## config.mk

```make
export PLATFORM = sky130hd
export DESIGN_NAME = uart_tx_arb_flat
export DESIGN_NICKNAME = d
export VERILOG_FILES = /design/src/rtl/uart_pkg.sv /design/src/rtl/uart_tx_arb_if.sv /design/src/rtl/uart_tx_ser.sv /design/src/rtl/uart_tx_arb.sv /design/src/flat_wrapper.sv
export SDC_FILE = /design/constraint.sdc
export NUM_CORES = 1
export LEC_CHECK = 0
export ABC_AREA = 1
export CAP_MARGIN = 0
export CORE_MARGIN = 3
export CORE_UTILIZATION = 30
export CTS_BUF_LIST = sky130_fd_sc_hd__clkbuf_4 sky130_fd_sc_hd__clkbuf_8 sky130_fd_sc_hd__clkbuf_16
export DETAILED_ROUTE_END_ITERATION = 10
export HOLD_SLACK_MARGIN = 0.06
export SETUP_SLACK_MARGIN = 0.5
export SYNTH_ARGS = -nofsm -noshare
export SYNTH_HDL_FRONTEND = slang
export SYNTH_SLANG_ARGS = --single-unit
```

## constraint.sdc

```tcl
create_clock -name clk -period 4.3 [get_ports clk]
set_input_delay 0.645 -clock clk [delete_from_list [all_inputs] [get_ports clk]]
set_output_delay 0.645 -clock clk [all_outputs]
set_load 0.03 [all_outputs]
```

## src/rtl/uart_pkg.sv

```systemverilog
// Shared UART definitions: FSM state encoding, oversample and data-width
// constants, baud divider formula and the even-parity helper, so that the
// transmitter and the UART monitor agree on frame timing.
package uart_pkg;

  typedef enum logic [2:0] {
    ST_IDLE  = 3'd0,
    ST_START = 3'd1,
    ST_DATA  = 3'd2,
    ST_PAR   = 3'd3,
    ST_STOP  = 3'd4
  } uart_state_e;

  localparam int OVERSAMPLE = 16;
  localparam int DATA_BITS  = 8;
  localparam int TICK_W     = 4;   // counts OVERSAMPLE ticks per bit
  localparam int BIT_W      = 3;   // counts DATA_BITS data bits

  // Baud-tick reload value: the divider counts this value down to zero.
  function automatic int calc_div(input int fcpu, input int baud);
    return fcpu / (baud * OVERSAMPLE) - 1;
  endfunction

  // Even parity bit: XOR of all data bits.
  function automatic logic even_parity(input logic [DATA_BITS-1:0] d);
    return ^d;
  endfunction

endpackage

```

## src/rtl/uart_tx_arb_if.sv

```systemverilog
// Requester-side handshake bundle of uart_tx_arb: per-requester valid,
// packed data bytes and the one-hot accept pulse.
interface uart_tx_arb_if #(
  parameter int NREQ = 4
);
  logic [NREQ-1:0]   req_vld;
  logic [8*NREQ-1:0] req_data;
  logic [NREQ-1:0]   req_rdy;

  modport master (
    output req_vld,
    output req_data,
    input  req_rdy
  );

  modport slave (
    input  req_vld,
    input  req_data,
    output req_rdy
  );
endinterface

```

## src/rtl/uart_tx_ser.sv

```systemverilog
// Single-byte UART serializer: 16x baud divider, tick and bit counters,
// shift register and line FSM. A load pulse in IDLE starts one frame.
// Optional feature: UART_TX_PARITY_EN adds an even parity bit (8E1),
// otherwise frames are 8N1.
module uart_tx_ser
  import uart_pkg::*;
#(
  parameter int DIV = 1
) (
  input  logic                 clk,
  input  logic                 rst_b,
  input  logic                 load,
  input  logic [DATA_BITS-1:0] data,
  output logic                 sout,
  output logic                 busy
);

  localparam int DW = (DIV > 0) ? $clog2(DIV + 1) : 1;
  localparam logic [DW-1:0] DIV_RELOAD = DW'(DIV);

  uart_state_e            state_r,    state_nxt_s;
  logic [DW-1:0]          div_r,      div_nxt_s;
  logic [TICK_W-1:0]      tick_cnt_r, tick_cnt_nxt_s;
  logic [BIT_W-1:0]       bit_cnt_r,  bit_cnt_nxt_s;
  logic [DATA_BITS-1:0]   shreg_r,    shreg_nxt_s;
  logic                   sout_r,     sout_nxt_s;
  logic                   busy_r,     busy_nxt_s;
  logic                   tick_s;
  logic                   bit_end_s;
`ifdef UART_TX_PARITY_EN
  logic                   par_r,      par_nxt_s;
`endif

  // Next-state logic: divider, tick/bit counting, shifting and line level
  always_comb begin
    state_nxt_s    = state_r;
    div_nxt_s      = div_r;
    tick_cnt_nxt_s = tick_cnt_r;
    bit_cnt_nxt_s  = bit_cnt_r;
    shreg_nxt_s    = shreg_r;
    sout_nxt_s     = 1'b1;
    busy_nxt_s     = 1'b0;
    tick_s         = 1'b0;
    bit_end_s      = 1'b0;
`ifdef UART_TX_PARITY_EN
    par_nxt_s      = par_r;
`endif

    // Divider only runs while a frame is on the line.
    if (state_r != ST_IDLE) begin
      tick_s = (div_r == '0);
      if (tick_s) begin
        div_nxt_s      = DIV_RELOAD;
        tick_cnt_nxt_s = tick_cnt_r + TICK_W'(1);
      end else begin
        div_nxt_s      = div_r - DW'(1);
      end
    end else begin
      tick_s = 1'b0;
    end
    // A bit period ends on the 16th tick.
    bit_end_s = tick_s && (tick_cnt_r == {TICK_W{1'b1}});

    case (state_r)
      ST_IDLE: begin
        if (load) begin
          state_nxt_s    = ST_START;
          div_nxt_s      = DIV_RELOAD;
          tick_cnt_nxt_s = '0;
          bit_cnt_nxt_s  = '0;
          shreg_nxt_s    = data;
`ifdef UART_TX_PARITY_EN
          par_nxt_s      = even_parity(data);
`endif
        end else begin
          state_nxt_s = ST_IDLE;
        end
      end
      ST_START: begin
        if (bit_end_s) begin
          state_nxt_s = ST_DATA;
        end else begin
          state_nxt_s = ST_START;
        end
      end
      ST_DATA: begin
        if (bit_end_s) begin
          shreg_nxt_s   = shreg_r >> 1;
          bit_cnt_nxt_s = bit_cnt_r + BIT_W'(1);
          if (bit_cnt_r == {BIT_W{1'b1}}) begin
`ifdef UART_TX_PARITY_EN
            state_nxt_s = ST_PAR;
`else
            state_nxt_s = ST_STOP;
`endif
          end else begin
            state_nxt_s = ST_DATA;
          end
        end else begin
          state_nxt_s = ST_DATA;
        end
      end
      ST_PAR: begin
`ifdef UART_TX_PARITY_EN
        if (bit_end_s) begin
          state_nxt_s = ST_STOP;
        end else begin
          state_nxt_s = ST_PAR;
        end
`else
        // Unreachable without parity; recover to a clean idle line.
        state_nxt_s = ST_IDLE;
`endif
      end
      ST_STOP: begin
        if (bit_end_s) begin
          state_nxt_s = ST_IDLE;
        end else begin
          state_nxt_s = ST_STOP;
        end
      end
      default: begin
        state_nxt_s = ST_IDLE;
      end
    endcase

    // Line level follows the state being entered, so sout is registered.
    case (state_nxt_s)
      ST_START: sout_nxt_s = 1'b0;
      ST_DATA:  sout_nxt_s = shreg_nxt_s[0];
`ifdef UART_TX_PARITY_EN
      ST_PAR:   sout_nxt_s = par_nxt_s;
`endif
      default:  sout_nxt_s = 1'b1;
    endcase

    busy_nxt_s = (state_nxt_s != ST_IDLE);
  end

  // Frame state registers; reset forces an idle-high line and drops any byte
  always_ff @(posedge clk or negedge rst_b) begin
    if (!rst_b) begin
      state_r    <= ST_IDLE;
      div_r      <= '0;
      tick_cnt_r <= '0;
      bit_cnt_r  <= '0;
      shreg_r    <= '0;
      sout_r     <= 1'b1;
      busy_r     <= 1'b0;
`ifdef UART_TX_PARITY_EN
      par_r      <= 1'b0;
`endif
    end else begin
      state_r    <= state_nxt_s;
      div_r      <= div_nxt_s;
      tick_cnt_r <= tick_cnt_nxt_s;
      bit_cnt_r  <= bit_cnt_nxt_s;
      shreg_r    <= shreg_nxt_s;
      sout_r     <= sout_nxt_s;
      busy_r     <= busy_nxt_s;
`ifdef UART_TX_PARITY_EN
      par_r      <= par_nxt_s;
`endif
    end
  end

  assign sout = sout_r;
  assign busy = busy_r;

endmodule

```

## src/rtl/uart_tx_arb.sv

```systemverilog
// Round-robin arbiter sharing one UART transmit line among NREQ byte-wide
// requesters. Keeps the grant pointer and the accept handshake; the frame
// itself is produced by uart_tx_ser.
// Optional feature: UART_TX_PARITY_EN (8E1 frames, handled in uart_tx_ser).
module uart_tx_arb
  import uart_pkg::*;
#(
  parameter int NREQ = 4,
  parameter int FCPU = 100000000,
  parameter int BAUD = 19200
) (
  input  logic                    clk,
  input  logic                    rst_b,
  uart_tx_arb_if.slave            req_if,
  output logic                    sout,
  output logic                    busy,
  output logic [$clog2(NREQ)-1:0] grant_id
);

  localparam int GW  = $clog2(NREQ);
  localparam int DIV = calc_div(FCPU, BAUD);

  logic [GW-1:0]        grant_id_r;
  logic                 run_r;
  logic [GW-1:0]        cand_s;
  logic [GW-1:0]        pick_s;
  logic                 found_s;
  logic                 grant_s;
  logic [NREQ-1:0]      rdy_s;
  logic [DATA_BITS-1:0] load_data_s;
  logic                 ser_busy_s;

  // Round-robin pick: first valid requester after the last granted one
  always_comb begin
    found_s     = 1'b0;
    pick_s      = '0;
    cand_s      = '0;
    grant_s     = 1'b0;
    rdy_s       = '0;
    load_data_s = '0;
    for (int k = 1; k <= NREQ; k++) begin
      cand_s = GW'((int'(grant_id_r) + k) % NREQ);
      if (!found_s && req_if.req_vld[cand_s]) begin
        found_s = 1'b1;
        pick_s  = cand_s;
      end else begin
        found_s = found_s;
      end
    end
    // Accept only from an idle line; run_r keeps rdy low through reset.
    grant_s = run_r && !ser_busy_s && found_s;
    if (grant_s) begin
      rdy_s[pick_s] = 1'b1;
      load_data_s   = req_if.req_data[int'(pick_s)*DATA_BITS +: DATA_BITS];
    end else begin
      rdy_s       = '0;
      load_data_s = '0;
    end
  end

  // Grant pointer advances only when a byte is accepted
  always_ff @(posedge clk or negedge rst_b) begin
    if (!rst_b) begin
      grant_id_r <= GW'(NREQ - 1);
      run_r      <= 1'b0;
    end else begin
      run_r <= 1'b1;
      if (grant_s) begin
        grant_id_r <= pick_s;
      end else begin
        grant_id_r <= grant_id_r;
      end
    end
  end

  assign req_if.req_rdy = rdy_s;
  assign grant_id       = grant_id_r;
  assign busy           = ser_busy_s;

  uart_tx_ser #(
    .DIV (DIV)
  ) u_ser (
    .clk   (clk),
    .rst_b (rst_b),
    .load  (grant_s),
    .data  (load_data_s),
    .sout  (sout),
    .busy  (ser_busy_s)
  );

endmodule

```

## src/flat_wrapper.sv

```systemverilog
// flat-port wrapper written by rule: the top's interface ports become plain ports
module uart_tx_arb_flat import uart_pkg::*;
#(
  parameter int NREQ = 4,
  parameter int FCPU = 100000000,
  parameter int BAUD = 19200
)
  (clk, rst_b, sout, busy, grant_id, req_if_req_vld, req_if_req_data, req_if_req_rdy);
  uart_tx_arb_if #(.NREQ(NREQ)) req_if_i ();
  input  logic clk;
  input  logic rst_b;
  output logic sout;
  output logic busy;
  output logic [$clog2(NREQ)-1:0] grant_id;
  input wire logic [$bits(req_if_i.req_vld)-1:0] req_if_req_vld;
  input wire logic [$bits(req_if_i.req_data)-1:0] req_if_req_data;
  output wire logic [$bits(req_if_i.req_rdy)-1:0] req_if_req_rdy;
  assign req_if_i.req_vld = req_if_req_vld;
  assign req_if_i.req_data = req_if_req_data;
  assign req_if_req_rdy = req_if_i.req_rdy;
  uart_tx_arb #(.NREQ(NREQ), .FCPU(FCPU), .BAUD(BAUD)) u_core (.clk(clk), .rst_b(rst_b), .req_if(req_if_i), .sout(sout), .busy(busy), .grant_id(grant_id));
endmodule
```

After elaboration in Yosys (flattened, before gate mapping)
Index checks and enable logic that the tools add are counted.
{"block": "word_totals", "ff_bits": 32, "inputBits": 38, "wordCells": 91}
{"block": "op_classes", "add_sub_neg": 7, "magnitude_cmp": 6, "eq_ne": 9, "shift": 1, "muxes": 41, "n_reduce_logical": 17}
{"op": "two-way mux 9 bit", "count": 4}
{"op": "indexed part select 32 x 6 -> 8 bit", "count": 1}
{"op": "two-way mux 4 bit", "count": 5}
{"op": "two-way mux 8 bit", "count": 2}
{"op": "case mux 8 bit (2 select lines)", "count": 1}
{"op": "< comparator 2 x 3 -> 1 bit (second input constant)", "count": 5}
{"op": "two-way mux 3 bit", "count": 5}
{"op": "case mux 3 bit (4 select lines)", "count": 1}
{"op": "two-way mux 1 bit", "count": 11}
{"op": "two-way mux 2 bit", "count": 5}
{"op": "zero test 9 bit", "count": 1}
{"op": "subtractor 9 x 1 -> 9 bit (second input constant)", "count": 1}
{"op": "binary-select mux 1 bit (select 2 bit)", "count": 4}
{"op": "logical AND 1 bit", "count": 7}
{"op": "equality test 3 x 1 -> 1 bit (second input constant)", "count": 2}
{"op": "equality test 3 x 2 -> 1 bit (second input constant)", "count": 2}
{"op": "equality test 3 bit (second input constant)", "count": 2}
{"op": "case mux 3 bit (2 select lines)", "count": 1}
{"op": "nonzero test 3 bit", "count": 2}
{"op": "adder 2 x 1 -> 2 bit (second input constant)", "count": 2}
{"op": "adder 2 bit (second input constant)", "count": 2}
{"op": "adder 4 x 1 -> 4 bit (second input constant)", "count": 1}
{"op": "equality test 4 bit (second input constant)", "count": 1}
{"op": "zero test 1 bit", "count": 4}
{"op": "other kinds (9)", "count": 9}

Depth between registers and ports, before layout
Gate-level depths: netlist of run 1.
{"block": "logic_depth", "ltp_word": 18, "depth_mapped": 18, "mapped_depth_nobuf": 18}

By module
A second synthesis of run 1 with hierarchy kept.
{"block": "unflattened", "hier_cells": 338, "hier_area_um2": 2423.6}
{"mod": "uart_tx_ser", "instances": 1, "cells_each": 184, "area_each_um2": 1549.0, "seq_area_each_um2": 726.9}
{"mod": "uart_tx_arb", "instances": 1, "cells_each": 154, "area_each_um2": 874.6, "seq_area_each_um2": 77.6}

Worst setup path before layout of run 1
No wires, ideal clock.
{"block": "synth_path", "path_type": "reg2out", "from": "reg u_core.grant_id_r[0] (netlist: u_core.grant_id[0])", "to": "out req_if_req_rdy[2]", "t_arrival_ns": 2.131, "t_required_ns": 3.655, "slack_ns": 1.524, "stages_incl_launch_ff": 10, "path_buffers": 1, "path_cell_list": "dfstp_2 -> buf_6 -> nand2_1 -> nand3_1 -> nand2_1 -> o21ai_0 -> nand2_1 -> nand2_2 -> nand2_4 -> nor3_1"}
{"block": "synth_via", "elab_chain_len": 18, "word_cells_on_any_way": 33, "classes_between": "add/sub: 4; order compare: 2; mux: 19; reduce/logical: 8"}
{"element": "start, declared", "line_no": "uart_tx_arb.sv:23", "source": "logic [GW-1:0] grant_id_r;"}
{"element": "start signal, assigned", "line_no": "uart_tx_arb.sv:64", "source": "grant_id_r <= GW'(NREQ - 1);"}
{"element": "start signal, assigned", "line_no": "uart_tx_arb.sv:69", "source": "grant_id_r <= pick_s;"}
{"element": "start signal, assigned", "line_no": "uart_tx_arb.sv:71", "source": "grant_id_r <= grant_id_r;"}
{"element": "adder 2 x 1 -> 2 bit", "line_no": "uart_tx_arb.sv:42", "source": "cand_s = GW'((int'(grant_id_r) + k) % NREQ);"}
{"element": "binary-select mux 1 bit (select 2 bit)", "line_no": "uart_tx_arb.sv:43", "source": "if (!found_s && req_if.req_vld[cand_s]) begin"}
{"element": "two-way mux 1 bit (not written as such)", "line_no": "uart_tx_arb.sv:43"}
{"element": "two-way mux 1 bit", "line_no": "uart_tx_arb.sv:43"}
{"element": "zero test 1 bit", "line_no": "uart_tx_arb.sv:43"}
{"element": "logical AND 1 bit", "line_no": "uart_tx_arb.sv:43"}
{"element": "two-way mux 1 bit", "line_no": "uart_tx_arb.sv:43"}
{"element": "zero test 1 bit", "line_no": "uart_tx_arb.sv:43"}
{"element": "[2 not listed]"}
{"element": "zero test 1 bit", "line_no": "uart_tx_arb.sv:43"}
{"element": "logical AND 1 bit", "line_no": "uart_tx_arb.sv:43"}
{"element": "two-way mux 2 bit", "line_no": "uart_tx_arb.sv:43"}
{"element": "< comparator 2 x 3 -> 1 bit (not written as such) / >= comparator 2 x 1 -> 1 bit (equally long branches)", "line_no": "uart_tx_arb.sv:53", "source": "rdy_s[pick_s] = 1'b1;"}
{"element": "logical AND 1 bit (not written as such)", "line_no": "uart_tx_arb.sv:53"}
{"element": "two-way mux 1 bit (not written as such)", "line_no": "uart_tx_arb.sv:53"}
{"element": "demux 1 bit (select 2 bit)"}
{"element": "two-way mux 4 bit *", "line_no": "uart_tx_arb.sv:52", "source": "if (grant_s) begin"}
{"element": "end, declared", "line_no": "flat_wrapper.sv:17", "source": "output wire logic [$bits(req_if_i.req_rdy)-1:0] req_if_req_rdy;"}
Every way passes the cells marked *; elsewhere a longest branch is shown, timed or not. The select of a mux whose other input is x is not followed.

Worst setup path in the final report of run 1
{"block": "layout_path", "from": "in req_if_req_vld[3]", "to": "out req_if_req_rdy[2]"}
{"block": "layout_via", "elab_chain_len": 17, "word_cells_on_any_way": 29, "classes_between": "order compare: 2; mux: 19; reduce/logical: 8"}
{"element": "start, declared", "line_no": "flat_wrapper.sv:15", "source": "input wire logic [$bits(req_if_i.req_vld)-1:0] req_if_req_vld;"}
{"element": "binary-select mux 1 bit (select 2 bit)", "line_no": "uart_tx_arb.sv:43"}
{"element": "two-way mux 1 bit (not written as such)", "line_no": "uart_tx_arb.sv:43"}
{"element": "two-way mux 1 bit", "line_no": "uart_tx_arb.sv:43"}
{"element": "zero test 1 bit", "line_no": "uart_tx_arb.sv:43"}
{"element": "logical AND 1 bit", "line_no": "uart_tx_arb.sv:43"}
{"element": "two-way mux 1 bit", "line_no": "uart_tx_arb.sv:43"}
{"element": "zero test 1 bit", "line_no": "uart_tx_arb.sv:43"}
{"element": "logical AND 1 bit", "line_no": "uart_tx_arb.sv:43"}
{"element": "two-way mux 1 bit", "line_no": "uart_tx_arb.sv:43"}
{"element": "zero test 1 bit", "line_no": "uart_tx_arb.sv:43"}
{"element": "logical AND 1 bit", "line_no": "uart_tx_arb.sv:43"}
{"element": "two-way mux 2 bit", "line_no": "uart_tx_arb.sv:43"}
{"element": "< comparator 2 x 3 -> 1 bit (not written as such) / >= comparator 2 x 1 -> 1 bit (equally long branches)", "line_no": "uart_tx_arb.sv:53"}
{"element": "logical AND 1 bit (not written as such)", "line_no": "uart_tx_arb.sv:53"}
{"element": "two-way mux 1 bit (not written as such)", "line_no": "uart_tx_arb.sv:53"}
{"element": "demux 1 bit (select 2 bit)"}
{"element": "two-way mux 4 bit *", "line_no": "uart_tx_arb.sv:52"}
Marked as above.

==> reports/results.ini, run 1 <==
[sta]
tightest_slew_ns = 0.950
post-route-min-period_ns = 3.42
whs_ns = 0.483
final_max_slew_viol_count = 0
final-hold-violation-count = 0
rsz0062_at_grt = false
fmax_mhz = 293
period_share_pct = 79.4
setup_tns_ns = 0
slew_headroom_pct = 36.5
finalSetupViolCount = 0
fin_worst_skew_ns = 0.00682

[clock_tree]
clk_pin_slew_ns = 0.07
root_buffer = clkbuf_8
clk-insertion-delay-late_ns = 0.29
cts.path.max_buffers = 2
htreeDepth = 2
cts.sinks = 32
cts_made_buffers = 5
cts_tree = done
cts_setup_buffers = 0

[cells_and_area]
final_common_cell = nand2_1
multiInputGateArea_sq_mm = 0.00113
nNetsFinal = 396
seq_area_sq_um = 805
utilization_pct = 41.2
drive_above_1_share_pct = 12.4
diodes = 0
layout_common_cells = 108 x nand2_1, 44 x clkdlybuf4s50_1, 39 x inv_1
area_delta_synth_final_pct = 31.9
nFillCells = 730

[worst_hold_path]
hold_end = u_core.u_ser.bit_cnt_r[0]
hp-class = flip-flop to flip-flop
holdPathStages = 1
holdCritStartpoint = u_core.u_ser.bit_cnt_r[0]

[routing]
drtPass1Iterations = 4
drtAntennaViolNets = 0
wire_per_inst_um = 10.2
drc_errors = 0
avgViaCountPerCell = 4.42
routed_wl_um = 4580
vias = 1992
drtIter0Drc = 73

[power]
ir_drop_mv = 0.106
power_frac_seq_pct = 44.6
p_clk_share_pct = 42.3
p_int_mw = 0.525
power.total_mw = 0.677
switching_share_pct = 22.4
p_sw_mw = 0.152
p_leak_nw = 1.45
power_density_mw_per_mm2 = 241
combPwrFrac_pct = 13.1

[logic_synthesis]
synth_top_area_share_pct = 34.1
synth-seq-cells = 32
syn_area_sq_mm = 0.00213
avgSynthCellArea_sq_um = 7.06
ys_seq_area_share_pct = 37.8
syn_nets = 344
ys_types = 33
yosysWarnings = 0
yosys.area.top_type = dfrtp_1
synth_area_leaders = dfrtp_1 34%, nand2_1 19%, nand3_1 8.0%
syn-instance-count = 302

[critical_path]
critical_path_class = primary input to primary output
rrSetupSlack_ns = 2.07
critPathLaunchType = primary input
path_max_fanout = 10
reg2regPathDepth = 14
end_kind = primary output
crit_required_ns = 3.65
r2r-end = u_core.u_ser.busy
reg2reg_from = u_core.u_ser.div_r[0]
worstPathArrival_ns = 2.77

[status]
outcome = completed

[grt]
grt_max_degree = 22
grt_use_total_pct = 12.1
antenna_found_initial = 0
grt_pass1_wl_um = 8350
grt.overflow.total = 0
grt_pass1_vias = 1968

[place]
place_congestion = 0.857
portBuffers = 45
dp_hpwl_um = 3640

[floorplan]
ios = 46
fp.dieW_um = 90.3
initial_utilization_pct = 31.2
row_count = 30
die_area_sq_mm = 0.00815
core_sq_mm = 0.00683
die_h_um = 90.3

[job]
drv_cap = 0

[state kept, by name, indices dropped and copies added, names as in the netlist]
name,cells
u_core.u_ser.div_r,9
u_core.u_ser.shreg_r,8
u_core.grant_id,2
u_core.u_ser.tick_cnt_r,4
u_core.run_r,1
u_core.u_ser.bit_cnt_r,3
u_core.u_ser.sout,1
u_core.u_ser.busy,1
u_core.u_ser.state_r,3
[what timing repair did]
| action | CTS | global route |
|---|---|---|
| gates resized for setup | 0 | 1 |
| hold buffers | 0 | 0 |
| endpoints found under the setup margin | 0 | 1 |
[cell families (layout without fill, tap and decap cells)]
kind of cell    count (synthesis)  in the layout  synth area share, %
other cells                     1              1                0.176
flops                          32             32                 37.8
compound gates                 19             19                 5.17
fa+ha+maj                       4              4                 2.35
buf+inv                        48            101                 9.04
xor+xnor                        4              4                 1.64
simple gates                  194            194                 43.9
[worst max-delay path by stage]
stage | endpoint | from | slack (ns)
2_1_floorplan | req_if_req_rdy[2] | u_core.grant_id[0] | 1.52
3_3_place_gp | req_if_req_rdy[1] | req_if_req_vld[2] | 0.70
3_5_place_dp | req_if_req_rdy[1] | req_if_req_vld[2] | 0.65
4_1_cts | req_if_req_rdy[1] | req_if_req_vld[2] | 0.64
5_1_grt | req_if_req_rdy[0] | u_core.grant_id[0] | 0.74
6_report | req_if_req_rdy[2] | req_if_req_vld[3] | 0.88
[cells in the mapped netlist, drive strengths merged]
library cell,count
or2,2
xnor2,1
a21oi,2
nand3,38
conb,1
o21bai,1
nand4,8
o21ai,11
dfstp,3
a22oi,2
nand2,119
nand3b,1
xor2,3
nor2,20
buf,1
ha,4
dfrtp,29
inv,47
nor3,6
o22ai,3
[power groups by stage]
stage	combinational, mW	sequential [mW]	clock, mW
4_1_cts	0.0902	0.302	0.296
3_3_place_gp	0.0889	0.308	0
5_1_grt	0.0992	0.302	0.306
3_5_place_dp	0.0898	0.308	0
6_report	0.0885	0.302	0.287
2_1_floorplan	0.0405	0.308	0
[cell type report]
cell class | instances | area share, %
Clock inverter | 2 | 1.25
Multi-Input combinational cell | 222 | 40.3
Sequential cell | 32 | 28.6
Tap cell | 96 | 4.27
Clock buffer | 6 | 2.71
Timing Repair Buffer | 46 | 16.4
Inverter | 47 | 6.45
[worst max-delay path, stage by stage]
cell and delay, ns:
clkdlybuf4s50_1 0.51, nand2_1 0.08, nand3_1 0.09, nand2_1 0.12, o21ai_0 0.17, nand2_1 0.08, nand2_2 0.08, nand2_4 0.10
nor3_1 0.20, clkdlybuf4s50_1 0.70
[metrics by stage]
step	instances	worst slack (ns)	area, sq um
finish	451	0.885	2810
global route	451	0.736	2810
CTS	451	0.637	2810
detailed placement	443	0.648	2700
global placement	443	0.703	2700
floorplan	302	1.52	2130
[routing by layer]
| metal | track usage [%] | up-vias | share of wire [%] |
|---|---|---|---|
| li1 | - | 1063 | - |
| met1 | 15.5 | 888 | 46 |
| met2 | 20.3 | 34 | 49 |
| met3 | 2.83 | 7 | 3.3 |
| met4 | 3.83 | 0 | 1.4 |
| met5 | 0 | - | 0 |
(Power assumes the default switching activity.)
==> run 2, diff against run 1 <==
==> constraint.sdc (replaced) <==
create_clock -name clk -period 2.8 [get_ports clk]
set_input_delay 0.42 -clock clk [delete_from_list [all_inputs] [get_ports clk]]
set_output_delay 0.42 -clock clk [all_outputs]
set_load 0.03 [all_outputs]
==> reports/results.ini, run 2 (synthesis results as in run 1) <==
[routing]
avgViaCountPerCell = 4.44  ; +0.55%
routed_wl_um = 5370  ; +17%
drtIter0Drc = 61  ; -16%
drtAntennaViolNets = 0  ; unchanged
drtPass1Iterations = 4  ; unchanged
drc_errors = 0  ; unchanged
wire_per_inst_um = 11.1  ; +9.0%
vias = 2154  ; +8.1%

[sta]
fin_worst_skew_ns = 0.00229  ; -0.00453 ns
whs_ns = 0.492  ; +0.00905 ns
rsz0062_at_grt = true
fmax_mhz = 399
setup_tns_ns = 0  ; unchanged
final_max_slew_viol_count = 0  ; unchanged
final-hold-violation-count = 0  ; unchanged
finalSetupViolCount = 0  ; unchanged
fin_ws_ns = 0.295  ; -0.589 ns
post-route-min-period_ns = 2.50
period_share_pct = 89.4

[critical_path]
reg2regPathDepth = 16  ; +2
reg2reg_from = u_core.grant_id[1]
path_max_fanout = 5  ; -5
critical_path_class = flip-flop to primary output
worstPathArrival_ns = 2.08  ; -0.69 ns
critPathLaunchType = flip-flop
end_kind = primary output
crit_required_ns = 2.38  ; -1.27 ns
crit_path_start = u_core.grant_id[1]

[worst_hold_path]
holdPathStages = 2  ; +1
holdCritStartpoint = u_core.u_ser.shreg_r[7]
hp-class = flip-flop to flip-flop

[floorplan]
core_sq_mm = 0.00683  ; unchanged
die_h_um = 90.3  ; unchanged
row_count = 30  ; unchanged
initial_utilization_pct = 31.2  ; unchanged
ios = 46  ; unchanged
fp.dieW_um = 90.3  ; unchanged
die_area_sq_mm = 0.00815  ; unchanged

[cells_and_area]
nNetsFinal = 431  ; +8.8%
layout_common_cells = 92 x nand2_1, 41 x clkdlybuf4s50_1, 36 x inv_1
final_common_cell = nand2_1
fin_cells = 485  ; +7.5%
postLayoutCellArea_sq_mm = 0.00324  ; +15%
area_delta_synth_final_pct = 52.0
multiInputGateArea_sq_mm = 0.00126  ; +11%
largest_reg_flops = 9  ; unchanged
top_regs = u_core.u_ser.div_r: 9 flops, u_core.u_ser.shreg_r: 8 flops, u_core.u_ser.tick_cnt_r: 4 flops
utilization_pct = 47.4  ; +6.2 points
drive_above_1_share_pct = 28.3  ; +16 points
nFillCells = 684  ; -6.3%
diodes = 0  ; unchanged
top_register = u_core.u_ser.div_r
seq_area_sq_um = 805  ; unchanged

[clock_tree]
cts_hold_buf = 0  ; unchanged
cts.sinks = 32  ; unchanged
clk-insertion-delay-late_ns = 0.28  ; about the same
clk_pin_slew_ns = 0.06  ; about the same
htreeDepth = 2  ; unchanged
cts_made_buffers = 5  ; unchanged
cts_tree = done
root_buffer = clkbuf_8
cts.path.max_buffers = 2  ; unchanged

[status]
outcome = completed

[place]
post-place-ws_ns = 0.217  ; -0.431 ns
dp_hpwl_um = 3710  ; +2.0%
place_inst = 447  ; +0.90%
place_congestion = 0.811  ; -5.4%
portBuffers = 45  ; unchanged
dpl-instance-area_sq_mm = 0.00273  ; +1.2%

[power]
power.total_mw = 1.01  ; +50%
power_density_mw_per_mm2 = 313  ; +30%
p_leak_nw = 1.65  ; +14%
ir_drop_mv = 0.134  ; +26%

[grt]
grt.overflow.total = 0  ; unchanged
grt_pass1_wl_um = 8870  ; +6.2%
grt_pass1_vias = 2081  ; +5.7%
grt_use_total_pct = 13.1  ; +0.99 points
antenna_found_initial = 0  ; unchanged
grt_max_degree = 33  ; +50%

[job]
drv_cap = 0  ; unchanged

-- run 2: changes by cell type in the layout (fill, tap and decap cells not counted), moves of 3 or more --
| cell | previous run | this run |
|---|---|---|
| nand2_1 | 108 | 92 |
| nand2_4 | 1 | 6 |
| nand3_1 | 34 | 29 |
| clkdlybuf4s50_1 | 44 | 41 |
| nand2_2 | 10 | 21 |
| buf_4 | 1 | 29 |
| nand3_2 | 2 | 7 |
| inv_4 | 0 | 3 |
| buf_6 | 0 | 9 |
| inv_1 | 39 | 36 |
-- run 2: routing by layer --
metal,routed length [um],vias up,GRT usage (%)
li1,-,1129,-
met1,2340,975,15.8
met2,2730,41,22.5
met3,229,9,2.75
met4,74,0,5.74
met5,0,-,0
-- run 2: repair_timing --
| action | 4_1_cts | 5_1_grt |
|---|---|---|
| endpoints found under the setup margin | 6 | 18 |
| gates resized for setup | 13 | 32 |
| setup buffers | 11 | 20 |
| pin swaps | 8 | 21 |
-- run 2: path summary, 6_finish.rpt --
path / to / slack (ns)
worst max-delay path: req_if_req_rdy[2] / 0.30
min in group asynchronous: u_core.u_ser.div_r[8] / 0.54
worst min-delay path: u_core.u_ser.shreg_r[7] / 0.49
worst min register to register: u_core.u_ser.shreg_r[7] / 0.49
worst max register to register: u_core.u_ser.shreg_r[1] / 0.49
max in group asynchronous: u_core.grant_id[1] / 1.93
-- run 2: cell type report --
class / count / area share [%]
clock buffers: 7 / 2.98
inverters: 47 / 5.83
multi-input cells: 222 / 38.9
flip-flops and latches: 32 / 24.8
well taps: 96 / 3.71
repair buffers: 81 / 23.8
-- run 2: critical path, stage by stage, from the launching register on --
cell and delay [ns]:
dfstp_2 0.61, buf_6 0.12, nand2_1 0.07, nand2_2 0.09, nand2_2 0.09, nand2_4 0.09, inv_2 0.05, nand2_2 0.06
nand2_2 0.06, nand2_2 0.08, nor2_4 0.05, buf_6 0.12, nor3_4 0.16, buf_6 0.15
-- run 2: report_power, final --
part | total, mW | internal [mW] | switching, mW
Sequential | 0.464 | 0.463 | 0.000894
Combinational | 0.170 | 0.0907 | 0.0794
Clock | 0.378 | 0.219 | 0.160
Total | 1.01 | 0.773 | 0.240
==> run 3, diff against run 2 <==
--- a/config.mk
+++ b/config.mk
@@ -13,6 +13,7 @@
 export DETAILED_ROUTE_END_ITERATION = 10
 export HOLD_SLACK_MARGIN = 0.06
 export SETUP_SLACK_MARGIN = 0.5
+export SKIP_LAST_GASP = 1
 export SYNTH_ARGS = -nofsm -noshare
 export SYNTH_HDL_FRONTEND = slang
 export SYNTH_SLANG_ARGS = --single-unit
==> constraint.sdc (replaced) <==
create_clock -name clk -period 2.35 [get_ports clk]
set_input_delay 0.3525 -clock clk [delete_from_list [all_inputs] [get_ports clk]]
set_output_delay 0.3525 -clock clk [all_outputs]
set_load 0.03 [all_outputs]
==> reports/results.ini, run 3 (synthesis results as in run 1) <==
[status]
outcome = complete, but fails checks
violations = negative setup slack

[job]
drv_cap = 0  ; unchanged

[place]
post-place-ws_ns = -0.0319  ; -0.249 ns
place_congestion = 0.821  ; +1.2%
dp_hpwl_um = 3970  ; +7.0%
portBuffers = 45  ; unchanged

[routing]
avgViaCountPerCell = 4.48  ; +0.95%
drtIter0Drc = 66  ; +8.2%
drc_errors = 0  ; unchanged
drtPass1Iterations = 4  ; unchanged
vias = 2161  ; +0.32%
routed_wl_um = 5260  ; -2.0%
drtAntennaViolNets = 0  ; unchanged
wire_per_inst_um = 10.9  ; -1.4%

[critical_path]
critPathLaunchType = flip-flop
end_kind = primary output
worstPathArrival_ns = 2.05  ; -0.03 ns
critical_path_class = flip-flop to primary output
reg2regPathDepth = 18  ; +2
path_max_fanout = 8  ; +3
crit_required_ns = 2.00  ; -0.38 ns

[cells_and_area]
utilization_pct = 47.9  ; +0.51 points
nFillCells = 699  ; +2.2%
largest_reg_flops = 9  ; unchanged
nNetsFinal = 427  ; -0.93%
drive_above_1_share_pct = 31.3  ; +3.1 points
layout_common_cells = 88 x nand2_1, 38 x clkdlybuf4s50_1, 33 x inv_1
diodes = 0  ; unchanged
multiInputGateArea_sq_mm = 0.00132  ; +4.8%
final_common_cell = nand2_1
top_register = u_core.u_ser.div_r
seq_area_sq_um = 805  ; unchanged
area_delta_synth_final_pct = 53.6
top_regs = u_core.u_ser.div_r: 9 flops, u_core.u_ser.shreg_r: 8 flops, u_core.u_ser.tick_cnt_r: 4 flops

[grt]
antenna_found_initial = 0  ; unchanged
grt_use_total_pct = 13.4  ; +0.33 points
grt_pass1_wl_um = 9270  ; +4.6%
grt_pass1_vias = 2141  ; +2.9%
grt.overflow.total = 0  ; unchanged
grt_max_degree = 33  ; unchanged

[clock_tree]
cts.sinks = 32  ; unchanged
root_buffer = clkbuf_8
htreeDepth = 2  ; unchanged
cts.path.max_buffers = 2  ; unchanged
cts_made_buffers = 5  ; unchanged
clk-insertion-delay-late_ns = 0.28  ; about the same
cts_tree = done
clk_pin_slew_ns = 0.07  ; about the same

[floorplan]
die_h_um = 90.3  ; unchanged
core_sq_mm = 0.00683  ; unchanged
ios = 46  ; unchanged
row_count = 30  ; unchanged
fp.dieW_um = 90.3  ; unchanged
die_area_sq_mm = 0.00815  ; unchanged
initial_utilization_pct = 31.2  ; unchanged

[sta]
period_share_pct = 102
rsz0062_at_grt = true
final-hold-violation-count = 0  ; unchanged
whs_ns = 0.461  ; -0.0308 ns
fin_worst_skew_ns = 0.0112  ; +0.00889 ns
fmax_mhz = 417
final_max_slew_viol_count = 0  ; unchanged
post-route-min-period_ns = 2.40
setup_tns_ns = -0.159  ; -0.159 ns
fin_ws_ns = -0.0509  ; -0.346 ns
finalSetupViolCount = 4  ; +4

[power]
power.total_mw = 1.19  ; +17%
ir_drop_mv = 0.153  ; +15%
power_density_mw_per_mm2 = 363  ; +16%
p_leak_nw = 1.67  ; +1.4%

[worst_hold_path]
hp-class = primary input to asynchronous set/reset pin

run 3: changes by cell type in the layout (fill, tap and decap cells not counted), sizes merged:
cell,previous run,this run
buf,40,36
clkdlybuf4s50,41,38
clkinv,0,2
dlygate4sd2,0,2
dlymetal6s2s,0,1
inv,47,46
run 3: where the power goes:
part | total [mW] | switching [mW] | internal (mW)
Clock | 0.425 | 0.194 | 0.231
Sequential | 0.553 | 0.00115 | 0.552
Combinational | 0.210 | 0.0991 | 0.111
Total | 1.19 | 0.294 | 0.894
run 3: path summary, 6_finish.rpt:
kind                                            from  slack, ns                   endpoint
setup / recovery                  u_core.grant_id[0]      -0.05          req_if_req_rdy[2]
hold / removal                                 rst_b       0.46      u_core.u_ser.div_r[5]
setup reg to reg                  u_core.grant_id[0]          0    u_core.u_ser.shreg_r[6]
hold reg to reg            u_core.u_ser.bit_cnt_r[0]       0.48  u_core.u_ser.bit_cnt_r[0]
max in group asynchronous                      rst_b       1.55          u_core.u_ser.sout
min in group clk           u_core.u_ser.bit_cnt_r[0]       0.48  u_core.u_ser.bit_cnt_r[0]
run 3: final cells by class:
class / instances / area share [%]
multi-input cells: 222 / 40.3
flip-flops and latches: 32 / 24.6
repair buffers: 77 / 22.8
inverters: 47 / 5.93
well taps: 96 / 3.67
clock buffers: 7 / 2.56
clock inverters: 1 / 0.153
run 3: per-stage QoR:
stage | area (sq um) | cells
floorplan | 2180 | 302
global placement | 2810 | 453
detailed placement | 2810 | 453
CTS | 3080 | 473
global route | 3270 | 482
finish | 3270 | 482
run 3: worst max-delay path, cell delays in order, from the launching register on:
cell     delay, ns
dfstp_2       0.60
buf_12        0.13
nand2_1       0.07
nand2_2       0.09
nand2_1       0.07
nand2_2       0.09
nand2_2       0.07
nand2_2       0.06
nand2_2       0.06
nand2_2       0.09
nor2_4        0.04
buf_4         0.13
nor3_4        0.12
buf_6         0.15
run 3: routing by layer:
metal,wire length [um],vias to the layer above,track usage (%)
met2,2720,45,24.3
li1,-,1123,-
met4,55,0,3.44
met5,0,-,0
met1,2290,987,16.5
met3,200,6,2.33
run 3: what timing repair did:
item | CTS | global route
gates cloned | 0 | 0
pin swaps | 10 | 15
setup endpoints to repair | 31 | 36
hold buffers | 0 | 0
resized for setup | 31 | 33
setup buffers | 12 | 9
